`config.mk`:
```
export PLATFORM = sky130hd
export DESIGN_NAME = fetch_unit
export DESIGN_NICKNAME = d
export VERILOG_FILES = /design/src/rtl/fetch_unit.sv
export SDC_FILE = /design/constraint.sdc
export NUM_CORES = 1
export LEC_CHECK = 0
export BUFFER_PORTS_ARGS = -buffer_cell sky130_fd_sc_hd__buf_2
export CORE_MARGIN = 10
export CORE_UTILIZATION = 59
export CTS_CLUSTER_SIZE = 20
export DETAILED_ROUTE_END_ITERATION = 16
export GPL_TIMING_DRIVEN = 0
export PLACE_DENSITY_LB_ADDON = 0.25
export SLEW_MARGIN = 5
export SYNTH_ARGS = -nofsm -noshare
export SYNTH_HDL_FRONTEND = slang
export SYNTH_SLANG_ARGS = --single-unit
```
`constraint.sdc`:
```
create_clock -name clk -period 3.6 [get_ports clk]
set_input_delay 0.72 -clock clk [delete_from_list [all_inputs] [get_ports clk]]
set_output_delay 0.72 -clock clk [all_outputs]
set_load 0.05 [all_outputs]
```
`src/rtl/fetch_unit.sv`:
```
`default_nettype none
// +-----------------------------------------------------------------------------+
// | Module   : fetch_unit                                                       |
// | Brief    : Instruction fetch stage: PC, imem handshake, IF/ID load control. |
// | Revision : 1.0  initial release                                             |
// +-----------------------------------------------------------------------------+
module fetch_unit #(
  parameter logic [31:0] RESET_PC = 32'h0000_0000,
  parameter logic [31:0] NOP_INST = 32'h0000_0013
) (
  input  logic        clk,
  input  logic        rst_n,
  output logic        imem_req,
  output logic [31:0] imem_addr,
  input  logic        imem_ack,
  input  logic [31:0] imem_rdata,
  input  logic        stall,
  input  logic        redirect,
  input  logic [31:0] redirect_pc,
  output logic [31:0] inst_out,
  output logic [31:0] pc_out,
  output logic        ena_ifid
);

  typedef enum logic [1:0] {
    S_IDLE = 2'd0,
    S_REQ  = 2'd1,
    S_HOLD = 2'd2,
    S_DROP = 2'd3
  } state_t;

  state_t      r_state, w_state_nxt;
  logic [31:0] r_pc, w_pc_nxt;
  logic [31:0] r_hold_inst, w_hold_inst_nxt;
  logic [31:0] r_hold_pc, w_hold_pc_nxt;
  logic [31:0] r_stale_addr, w_stale_addr_nxt;
  logic [31:0] w_redir_pc;
  logic        w_req, w_ena;
  logic [31:0] w_addr, w_inst, w_pc;

  assign w_redir_pc = {redirect_pc[31:2], 2'b00};

  always_ff @(posedge clk or negedge rst_n) begin
    if (!rst_n) begin
      r_state      <= S_IDLE;
      r_pc         <= RESET_PC;
      r_hold_inst  <= 32'h0;
      r_hold_pc    <= 32'h0;
      r_stale_addr <= 32'h0;
    end else begin
      r_state      <= w_state_nxt;
      r_pc         <= w_pc_nxt;
      r_hold_inst  <= w_hold_inst_nxt;
      r_hold_pc    <= w_hold_pc_nxt;
      r_stale_addr <= w_stale_addr_nxt;
    end
  end

  always_comb begin
    w_state_nxt      = r_state;
    w_pc_nxt         = r_pc;
    w_hold_inst_nxt  = r_hold_inst;
    w_hold_pc_nxt    = r_hold_pc;
    w_stale_addr_nxt = r_stale_addr;
    w_req            = 1'b0;
    w_addr           = r_pc;
    w_ena            = 1'b0;
    w_inst           = 32'h0;
    w_pc             = 32'h0;

    // Redirect wins in every state: flush IF/ID with a bubble tagged by the target.
    if (redirect) begin
      w_ena    = 1'b1;
      w_inst   = NOP_INST;
      w_pc     = w_redir_pc;
      w_pc_nxt = w_redir_pc;
    end

    case (r_state)
      S_IDLE: w_state_nxt = S_REQ;
      S_REQ: begin
        w_req  = 1'b1;
        w_addr = r_pc;
        if (redirect) begin
          if (!imem_ack) begin
            w_stale_addr_nxt = r_pc;
            w_state_nxt      = S_DROP;
          end
        end else if (imem_ack) begin
          w_pc_nxt = r_pc + 32'd4;
          if (stall) begin
            w_hold_inst_nxt = imem_rdata;
            w_hold_pc_nxt   = r_pc;
            w_state_nxt     = S_HOLD;
          end else begin
            w_ena  = 1'b1;
            w_inst = imem_rdata;
            w_pc   = r_pc;
          end
        end
      end
      S_HOLD: begin
        if (redirect) begin
          w_state_nxt = S_REQ;
        end else if (!stall) begin
          w_ena       = 1'b1;
          w_inst      = r_hold_inst;
          w_pc        = r_hold_pc;
          w_state_nxt = S_REQ;
        end
      end
      S_DROP: begin
        // Keep the abandoned address on the bus until memory retires it.
        w_req  = 1'b1;
        w_addr = r_stale_addr;
        if (imem_ack) w_state_nxt = S_REQ;
      end
      default: w_state_nxt = S_IDLE;
    endcase

    if (!rst_n) begin
      w_req  = 1'b0;
      w_ena  = 1'b0;
      w_inst = 32'h0;
      w_pc   = 32'h0;
    end
  end

  assign imem_req  = w_req;
  assign imem_addr = w_addr;
  assign ena_ifid  = w_ena;
  assign inst_out  = w_inst;
  assign pc_out    = w_pc;

endmodule
`default_nettype wire

```
==> Yosys cells after proc, flatten, opt, wreduce, memory -nomap -nowiden <==
Cells that the tools add are included.
{ "classes": {"eq_ne": 8, "bitwise_logic": 2, "n_reduce_logical": 5, "n_addsub": 1, "mux": 38} }
{ "op_table": {"columns": ["op", "count"], "rows": [
  ["$mux 32", 18],
  ["$pmux 32 s2", 2],
  ["$add 32x3->32 const B", 1],
  ["$mux 2", 7],
  ["$ne 3x3->1 const B", 4],
  ["$mux 1", 8],
  ["$pmux 2 s4", 1],
  ["$mux 5", 1],
  ["$reduce_and 5->1", 1],
  ["$eq 2x2->1 const B", 2],
  ["$reduce_and 4->1", 1],
  ["$reduce_and 3->1", 1],
  ["$eq 2x1->1 const B", 1],
  ["$logic_not 2->1", 1],
  ["$ne 2x2->1 const B", 1],
  ["$not 1->1", 2],
  ["$pmux 1 s2", 1],
  ["$reduce_or 2->1", 1]
]} }
{ "totals": {"output_inout_bits": 98, "regBits": 130, "elab_cells": 59} }

==> Longest topological paths before layout <==
Gate-level depths: netlist of run 1.
{ "depth": {"ltp_word": 6, "mapped_depth": 9, "depth_no_buf": 6} }

==> Least setup slack after synthesis of run 1 <==
OpenSTA, ideal clock, no wires.
{ "synth_path": {"path_kind": "input to output", "start": "input port imem_ack", "end": "output port pc_out[10]", "cell_stages": 7, "slack_ns": -0.176, "n_path_buf": 3, "required_ns": 2.880, "t_arrival_ns": 3.056, "path_cell_list": "clkbuf_1 > and4bb_2 > and2_1 > buf_2 > buf_1 > a22oi_1 > a21boi_0"} }
{ "synth_between": {"elab_chain_len": 4} }
{ "synth_rtl": {"columns": ["element", "line_no", "source"], "rows": [
  ["from (decl)", "15", "input logic imem_ack,"],
  ["$mux 32", "89", "end else if (imem_ack) begin"],
  ["$mux 32", "84", "if (redirect) begin"],
  ["$pmux 32 s2", "79", "case (r_state)"],
  ["$mux 32", "121", "if (!rst_n) begin"],
  ["to (decl)", "21", "output logic [31:0] pc_out,"]
]} }
No other way between the ends.

==> Worst setup path after layout of run 1 <==
{ "layout_path": {"start": "register r_state[0]", "end": "output port pc_out[29]"} }
{ "layout_between": {"elab_chain_len": 3} }
{ "layout_rtl": {"columns": ["element", "line_no", "source"], "rows": [
  ["from (decl)", "32", "state_t r_state, w_state_nxt;"],
  ["from (signal assigned)", "51", "r_state <= w_state_nxt;"],
  ["$eq 2x2->1 or $eq 2x1->1 (tied branches)", "79", null],
  ["$pmux 32 s2 (*)", "79", null],
  ["$mux 32 (*)", "121", null]
]} }
Mark *: on every way between the ends. The rest lies on a longest branch, timed or not.

==> impl_metrics.toml, run 1 <==
[detailed_routing]
wl_um = 22400
maxUsedRoutingLayer = "met5"
ant_nets = 0
drt_iter0_drc = 688
dr_total_vias = 6745
wl_met3_um = 1890
drcViolationCount = 0
wire_per_inst_um = 21.2
vias_per_cell = 6.38
dr.pass1.iters = 6
met2_length_um = 11300
drt-met1-wl_um = 8540

[placement]
dpl.cell_count = 1029
dpl_worst_slack_ns = -0.198
port-buffer-count = 163
gp_congestion = 0.969
place_hpwl_um = 16000

[clocking]
clkTransAtPathRegs_ns = 0.05
cts_setup_buffers = 0
cts-root-buf = "clkbuf_16"
cts.sinks = 130
cts_tree = "done"
max-clock-path-buffers = 2
cts_buffers = 17
ctsHoldBuffers = 0
htreeDepth = 4
clk_latency_ns = 0.42

[grt]
antenna_found_initial = 1
grt_pass1_wl_um = 35700
grt_pass1_vias = 7051
grt_remaining_overflow = 0
grt_max_degree = 71
grt_util_all_layers = 0.266

[sta]
fin_skew_ns = 0.00654
fin_hold_ws_ns = 0.314
finalWorstSetupSlack_ns = 0.0762
finalMaxSlewViolations = 0
max_freq_ghz = 0.284
worstMarginPinSlew_ns = 0.781
hold_viol_final = 0
min_period_ns = 3.52
maxSlewHeadroom = 0.479
setup_viol = 0
post-route-period-util = 0.979

[worst_setup_path]
r2r_slack_ns = 1.18
startpoint_type = "flop"
critPathCaptureType = "primary output"
worst-setup-path-type = "reg -> out"
cp.arrival_ns = 2.80
cp_max_fo = 10
critPathRequiredTime_ns = 2.88

[logic_synthesis]
synth_edf_count = 0
synth-simple-area-share = 0.138
syn_nets = 791
seq_area_frac_synth = 0.452
synth_area_um2 = 7200
synth.distinct_cells = 49
synth_top_cell_by_area = "dfrtp_1"
avgSynthCellArea_um2 = 10.0
synth_top_family_by_area = "compound AO/OA/AOI/OAI gates"
synth_warnings = 0
ys_seq_elements = 130
synth_cells = 718
synthXorXnorAreaFrac = 0.0122
synth_mux_area_frac = 0.172
ys_async_sr_fraction = 1.00
synth_area_leaders = "dfrtp_1, mux2_2, a22oi_1"
synth-adder-area-share = 0.00695
yosys.area.top_type_share = 0.452
synth_ff_type = "dfrtp_1"
synth_compound_area_frac = 0.173

[power]
p_sw_uw = 2970
switching_share = 0.416
power.combinational.fraction = 0.430
internal_power_uw = 4160
p_leak_uw = 0.00391
finalPower_uw = 7130
irDropWorstVdd_v = 0.000463
clkPwrFrac = 0.240
powerDensity_nw_per_um2 = 803
power_frac_seq = 0.330

[status]
status = "completed"

[finish]
area_delta_synth_final_pct = 23.4
nFillCells = 903
final_cells = 1058
layout_commonest_cell = "buf_2"
nets = 972
final-seq-area_um2 = 3250
multi_input_area_um2 = 3630
drive_gt1_frac = 0.362
final_cell_mix = "buf_2, dfrtp_1, mux2_2"

[die]
start_util = 0.602
core_area_um2 = 12000
design.portCount = 167
rows = 40
dieArea_um2 = 17000
die_h_um = 130
fp.dieW_um = 130

[hold_path]
min-delay-path-class = "in -> async"

[run]
cap_violations = 0
## power groups by stage
| stage | registers (uW) | logic, uW | clock network [uW] |
|---|---|---|---|
| floorplan | 2250 | 2320 | 0 |
| global placement | 2310 | 2920 | 0 |
| detailed placement | 2360 | 3010 | 0 |
| CTS | 2340 | 3050 | 1710 |
| global route | 2420 | 3270 | 1800 |
| finish | 2350 | 3070 | 1710 |
## final timing paths
path	to	startpoint	depth (start not counted)
worst min-delay path	r_stale_addr[10]	rst_n	1
max in group asynchronous	r_hold_inst[13]	rst_n	2
worst max register to register	r_pc[28]	r_state[1]	8
worst max-delay path	pc_out[29]	r_state[0]	8
worst min register to register	r_hold_pc[23]	r_hold_pc[23]	2
min in group clk	r_hold_pc[23]	r_hold_pc[23]	2
## critical path: stages, from the launching register on
cell      delay [ns]
dfrtp_1         0.42
inv_1           0.08
ha_2            0.29
nor3b_4         0.34
and2_1          0.27
clkbuf_2        0.30
a22oi_1         0.13
a21boi_1        0.24
buf_2           0.31
## flip-flops by register name (all words and copies together), names as in the netlist
| signal | count |
|---|---|
| r_hold_inst | 32 |
| r_state | 2 |
| r_hold_pc | 32 |
| r_stale_addr | 32 |
| r_pc | 32 |
## what timing repair did
item,4_1_cts,5_1_grt
endpoints found under the setup margin,60,27
hold endpoints to repair,0,0
pin swaps,0,0
gates resized for setup,15,19
gates cloned,0,0
## layout make-up
type	instances	share of cell area
multi-input combinational	507	0.409
sequential	130	0.366
timing repair buffer	164	0.0987
clock buffer	25	0.0569
buffer	64	0.0337
tap	147	0.0207
clock inverter	5	0.00845
inverter	15	0.00634
antenna	1	0.000282
## metrics by stage
stage,setup TNS [ns],utilization,instance area [um^2]
after floorplan,0,-,7200
after global placement,-81.04,0.686,8200
after detailed placement,-3.16,0.689,8240
after CTS,0,0.740,8850
after global routing,-0.0000377,0.743,8880
final,0,0.743,8890
## layer usage
layer	up-vias	track usage
li1	2980	-
met1	3346	0.302
met5	-	0
met4	2	0.146
met2	349	0.447
met3	68	0.0721
## synthesized netlist by cell type (3+ instances only)
master,count
clkbuf_1,51
nor4_1,5
dfrtp_1,130
nand3_1,11
buf_2,8
and2_1,6
or4_1,18
or3_1,4
nor2b_1,5
buf_1,3
a22oi_1,60
a21o_1,4
a21boi_0,30
ha_1,4
xnor2_1,6
nor2_1,58
o21ai_0,36
o31ai_1,14
buf_6,3
nand2_1,70
nor3_1,5
inv_1,15
a31oi_1,19
nand2b_1,3
mux2_2,108
xor2_1,4
nand4_1,8
## cell families after synthesis
group | after synthesis
buffers and inverters | 81
muxes | 110
xor gates and xnor gates | 10
DFF | 130
and+or+nand+nor | 204
AOI/OAI and AO/OA | 179
adders and majority gates | 4
(Power assumes the default switching activity.)
==> run 2, diff against run 1 <==
--- a/config.mk
+++ b/config.mk
@@ -6,6 +6,7 @@
 export NUM_CORES = 1
 export LEC_CHECK = 0
 export BUFFER_PORTS_ARGS = -buffer_cell sky130_fd_sc_hd__buf_2
+export CORE_ASPECT_RATIO = 1.1
 export CORE_MARGIN = 10
 export CORE_UTILIZATION = 59
 export CTS_CLUSTER_SIZE = 20
==> constraint.sdc (replaced) <==
create_clock -name clk -period 4.1 [get_ports clk]
set_input_delay 0.82 -clock clk [delete_from_list [all_inputs] [get_ports clk]]
set_output_delay 0.82 -clock clk [all_outputs]
set_load 0.05 [all_outputs]
==> run 2 against run 1 <==
  * Combinational power decreased by 13%
  * Flip-flop and latch count unchanged
  * Clock power decreased by 13%
  * Register-to-register slack improved by 0.41 ns
  * Hold slack improved by 0.0099 ns
  * Sequential share of layout area increased by 0.17 points
  * First-iteration DRC count decreased by 22%
  * Clock-buffer cell count decreased by 5
  * Clock skew increased by 0.0016 ns
  * Non-clock buffer count increased by 2
  * Die area about the same
  * Utilization decreased by 0.47 points
  * Largest power group unchanged
  * Highest routed layer is now met4
==> impl_metrics.toml, run 2 (synthesis results as in run 1) <==
[run]
cap_violations = 0

[sta]
max_freq_ghz = 0.251
finalMaxSlewViolations = 0
hold_viol_final = 0
fin_skew_ns = 0.00816
post-route-period-util = 0.970
setup_viol = 0
rsz0062_at_grt = "no"
min_period_ns = 3.98
worstMarginPinSlew_ns = 0.754
maxSlewHeadroom = 0.493
tns_ns = 0
fin_hold_ws_ns = 0.324
finalWorstSetupSlack_ns = 0.123

[clocking]
clkTransAtPathRegs_ns = 0.05
clk_latency_ns = 0.43
cts_buffers = 17
cts-root-buf = "clkbuf_16"
cts_resized = 6
cts_tree = "done"
htreeDepth = 4
cts_setup_buffers = 0
max-clock-path-buffers = 2
ctsHoldBuffers = 0
cts.sinks = 130

[finish]
area_delta_synth_final_pct = 22.8
layout_commonest_cell = "buf_2"
final_cells = 1068
nFillCells = 839
final_cell_mix = "buf_2, dfrtp_1, mux2_2"
drive_gt1_frac = 0.362
nets = 974

[detailed_routing]
wl_um = 22600
wire_per_inst_um = 21.2
wl_met3_um = 2020
maxUsedRoutingLayer = "met4"
met2_length_um = 11100
drcViolationCount = 0
dr_total_vias = 6703
drt-met1-wl_um = 8650
vias_per_cell = 6.28
drt_iter0_drc = 539
dr.pass1.iters = 7
ant_nets = 0

[grt]
grt_util_all_layers = 0.257
grt_max_degree = 90
grt_pass1_vias = 6952
antenna_found_initial = 2
grt_pass1_wl_um = 35400
grt_remaining_overflow = 0

[status]
status = "completed"

[power]
powerDensity_nw_per_um2 = 704
p_leak_uw = 0.00388
irDropWorstVdd_v = 0.000425

[die]
rows = 42
die_h_um = 136
fp.dieW_um = 125
dieArea_um2 = 17000
design.portCount = 167
start_util = 0.601
core_area_um2 = 12000

[worst_setup_path]
startpoint_type = "flop"
reg2reg_from = "r_state[1]"
critPathCaptureType = "primary output"
path_cells = "inv_1, ha_1, clkbuf_1, nor3_1, nor2_2, clkbuf_2, a22oi_1, a21boi_0, buf_2"
critPathSlowestCell = "dfrtp_1"
cp.arrival_ns = 3.16
slowest_delay_ns = 0.41
worst-setup-path-type = "reg -> out"
path_buf_inv = 4
cp_max_fo = 10
critPathRequiredTime_ns = 3.28
cp_top_family = "buffers and inverters"
startpoint = "r_state[0]"

[placement]
port-buffer-count = 163
dpl_worst_slack_ns = 0.0527
gp_congestion = 0.900
dpl.cell_count = 1036
place_hpwl_um = 15800

[hold_path]
min-delay-path-class = "in -> async"
run 2: cell types whose count changed in the layout (fill, tap and decap cells not counted), sizes merged:
cell / previous run / this run
clkinv: 3 / 4
buf: 169 / 178
clkbuf: 84 / 72
clkinvlp: 0 / 4
diode: 1 / 2
run 2: worst reg2reg max path: cells and delay by family (launching register included):
| family | cells | cell delay, ns |
|---|---|---|
| AOI/OAI and AO/OA | 2 | 0.57 |
| adders and majority gates | 1 | 0.24 |
| and+or+nand+nor | 2 | 0.74 |
| DFF | 1 | 0.42 |
| buffers and inverters | 3 | 0.41 |
run 2: metal layers:
metal,track usage,up-vias
met5,0,-
met2,0.428,402
met4,0.131,0
met3,0.0822,69
li1,-,3000
met1,0.293,3232
run 2: through the flow:
step,util,power [uW],cell area [um^2]
2_1_floorplan,-,4000,7200
3_3_place_gp,0.685,4580,8210
3_5_place_dp,0.688,4710,8250
4_1_cts,0.737,6220,8830
5_1_grt,0.738,6500,8840
6_report,0.738,6230,8840
run 2: final timing paths:
path | endpoint | slack (ns) | cells after the start
worst max-delay path | pc_out[14] | 0.12 | 9
worst min-delay path | r_hold_pc[10] | 0.32 | 1
worst max register to register | r_pc[24] | 1.59 | 8
worst min register to register | r_stale_addr[6] | 0.48 | 2
max in group asynchronous | r_hold_inst[27] | 2.98 | 2
min in group clk | r_stale_addr[6] | 0.48 | 2
run 2: cell type report:
cell class              count  area (um^2)  area share
repair buffers            164          850      0.0961
clock buffers              20          467      0.0528
well taps                 154          193      0.0218
plain buffers              66          292      0.0330
multi-input cells         507         3620       0.409
clock inverters            10          110      0.0124
diodes                      2         5.00    0.000566
inverters                  15         56.3     0.00637
flip-flops and latches    130         3250       0.368
run 2: where the power goes:
group / internal, uW / total (uW) / switching, uW
logic: 891 / 2660 / 1770
clock network: 929 / 1490 / 560
registers: 1770 / 2080 / 303
total: 3590 / 6230 / 2640
==> run 3, diff against run 2 <==
--- a/config.mk
+++ b/config.mk
@@ -8,7 +8,7 @@
 export BUFFER_PORTS_ARGS = -buffer_cell sky130_fd_sc_hd__buf_2
 export CORE_ASPECT_RATIO = 1.1
 export CORE_MARGIN = 10
-export CORE_UTILIZATION = 59
+export CORE_UTILIZATION = 45
 export CTS_CLUSTER_SIZE = 20
 export DETAILED_ROUTE_END_ITERATION = 16
 export GPL_TIMING_DRIVEN = 0
==> run 3 against run 2 <==
  * Maximum frequency increased by 2.0%
  * Hold slack improved by 0.068 ns
  * Register-to-register slack improved by 0.06 ns
  * Sequential share of layout area decreased by 0.31 points
  * Clock-buffer cell count increased by 3
  * Cell area increased by 0.86%
  * Combinational power decreased by 2%
  * Flip-flop and latch count unchanged
  * Clock skew decreased by 0.0018 ns
  * Final cell count increased by 4.4%
  * Clock power about the same
  * Utilization decreased by 17 points
  * Critical path type unchanged
  * Largest cell class unchanged
==> impl_metrics.toml, run 3 (synthesis results as in run 1) <==
[status]
status = "completed"

[detailed_routing]
dr_total_vias = 6311
drt_iter0_drc = 613
wl_um = 22100
drt-met1-wl_um = 9230
drcViolationCount = 0
met2_length_um = 10600
wl_met3_um = 1770
maxUsedRoutingLayer = "met4"
wire_per_inst_um = 19.9
ant_nets = 0
vias_per_cell = 5.66
dr.pass1.iters = 5

[worst_setup_path]
critPathRequiredTime_ns = 3.28
cp_max_fo = 10
critPathCaptureType = "primary output"
worst-setup-path-type = "reg -> out"
cp.arrival_ns = 3.08
startpoint_type = "flop"

[finish]
nFillCells = 1473
final_cell_mix = "buf_2, dfrtp_1, mux2_2"
layout_commonest_cell = "buf_2"
utilization = 0.569
nets = 974
drive_gt1_frac = 0.361
area_delta_synth_final_pct = 23.8

[clocking]
cts_buffers = 17
max-clock-path-buffers = 2
cts_setup_buffers = 0
cts.sinks = 130
clk_latency_ns = 0.42
htreeDepth = 4
cts-root-buf = "clkbuf_16"
clkTransAtPathRegs_ns = 0.06
cts_tree = "done"
ctsHoldBuffers = 0

[power]
internal_power_uw = 3620
power_frac_seq = 0.331
clkPwrFrac = 0.246
p_sw_uw = 2570
irDropWorstVdd_v = 0.000327
p_leak_uw = 0.00390
power.combinational.fraction = 0.423
finalPower_uw = 6190
powerDensity_nw_per_um2 = 694
switching_share = 0.416

[die]
dieArea_um2 = 21500
fp.dieW_um = 141
start_util = 0.460
die_h_um = 153
core_area_um2 = 15700
design.portCount = 167
rows = 48

[grt]
antenna_found_initial = 1
grt_remaining_overflow = 0
grt_pass1_wl_um = 34700
grt_util_all_layers = 0.200
grt_pass1_vias = 6390
grt_max_degree = 75

[hold_path]
min-delay-path-class = "in -> async"

[sta]
min_period_ns = 3.90
fin_skew_ns = 0.00639
post-route-period-util = 0.951
finalWorstSetupSlack_ns = 0.201
max_freq_ghz = 0.256
hold_viol_final = 0
worstMarginPinSlew_ns = 0.741
setup_viol = 0
fin_hold_ws_ns = 0.392
maxSlewHeadroom = 0.501
finalMaxSlewViolations = 0
rsz0062_at_grt = "no"

[placement]
port-buffer-count = 163
gp_congestion = 0.880
dpl_worst_slack_ns = -0.0526
place_hpwl_um = 15900

[run]
cap_violations = 0
-- run 3: worst paths after layout --
kind | startpoint | endpoint | slack (ns) | depth (start not counted)
max in group asynchronous | rst_n | r_hold_pc[18] | 2.94 | 2
hold / removal | rst_n | r_stale_addr[16] | 0.39 | 1
setup / recovery | r_state[1] | pc_out[14] | 0.20 | 10
min in group clk | r_stale_addr[11] | r_stale_addr[11] | 0.48 | 2
hold reg to reg | r_stale_addr[11] | r_stale_addr[11] | 0.48 | 2
setup reg to reg | r_state[1] | r_hold_pc[5] | 1.65 | 6
-- run 3: area by class of cell --
class                   instances  area, um^2  share of cell area
clock inverters                 9         104              0.0116
plain buffers                  66         292              0.0327
clock buffers                  23         488              0.0547
repair buffers                164         850              0.0952
inverters                      15        56.3             0.00631
flip-flops and latches        130        3250               0.365
diodes                          1        2.50            0.000281
multi-input cells             507        3630               0.406
well taps                     200         250              0.0281
-- run 3: worst max-delay path, stage by stage, from the launching register on --
cell and delay (ns):
dfrtp_1 0.42, inv_1 0.07, ha_1 0.22, clkbuf_2 0.24, and4bb_2 0.33, and2_1 0.14
buf_2 0.23, buf_2 0.29, a22oi_1 0.10, a21boi_0 0.28, buf_2 0.33
-- run 3: timing repair --
| item | in CTS | in global routing |
|---|---|---|
| hold endpoints to repair | 0 | 0 |
| setup endpoints to repair | 28 | 18 |
| resized for setup | 7 | 7 |
| pin swaps | 0 | 0 |
-- run 3: power by group through the flow --
| stage | Clock, uW | Combinational (uW) | Sequential [uW] |
|---|---|---|---|
| after detailed placement | 0 | 2630 | 2060 |
| after global placement | 0 | 2600 | 2040 |
| after global routing | 1600 | 2830 | 2100 |
| final | 1520 | 2620 | 2050 |
| after CTS | 1540 | 2650 | 2050 |
| after floorplan | 0 | 2020 | 1980 |
-- run 3: per-layer routing --
| metal | up-vias | track usage |
|---|---|---|
| met5 | - | 0 |
| met4 | 0 | 0.0797 |
| met3 | 36 | 0.0708 |
| met2 | 233 | 0.316 |
| met1 | 3040 | 0.244 |
| li1 | 3002 | - |
-- run 3: metrics by stage --
step                      setup TNS [ns]  area (um^2)  std cells
after floorplan                        0         7200        718
after global placement            -72.79         8270       1081
after CTS                              0         8910       1114
final                                  0         8920       1115
after detailed placement          -0.107         8300       1082
after global routing                   0         8920       1115
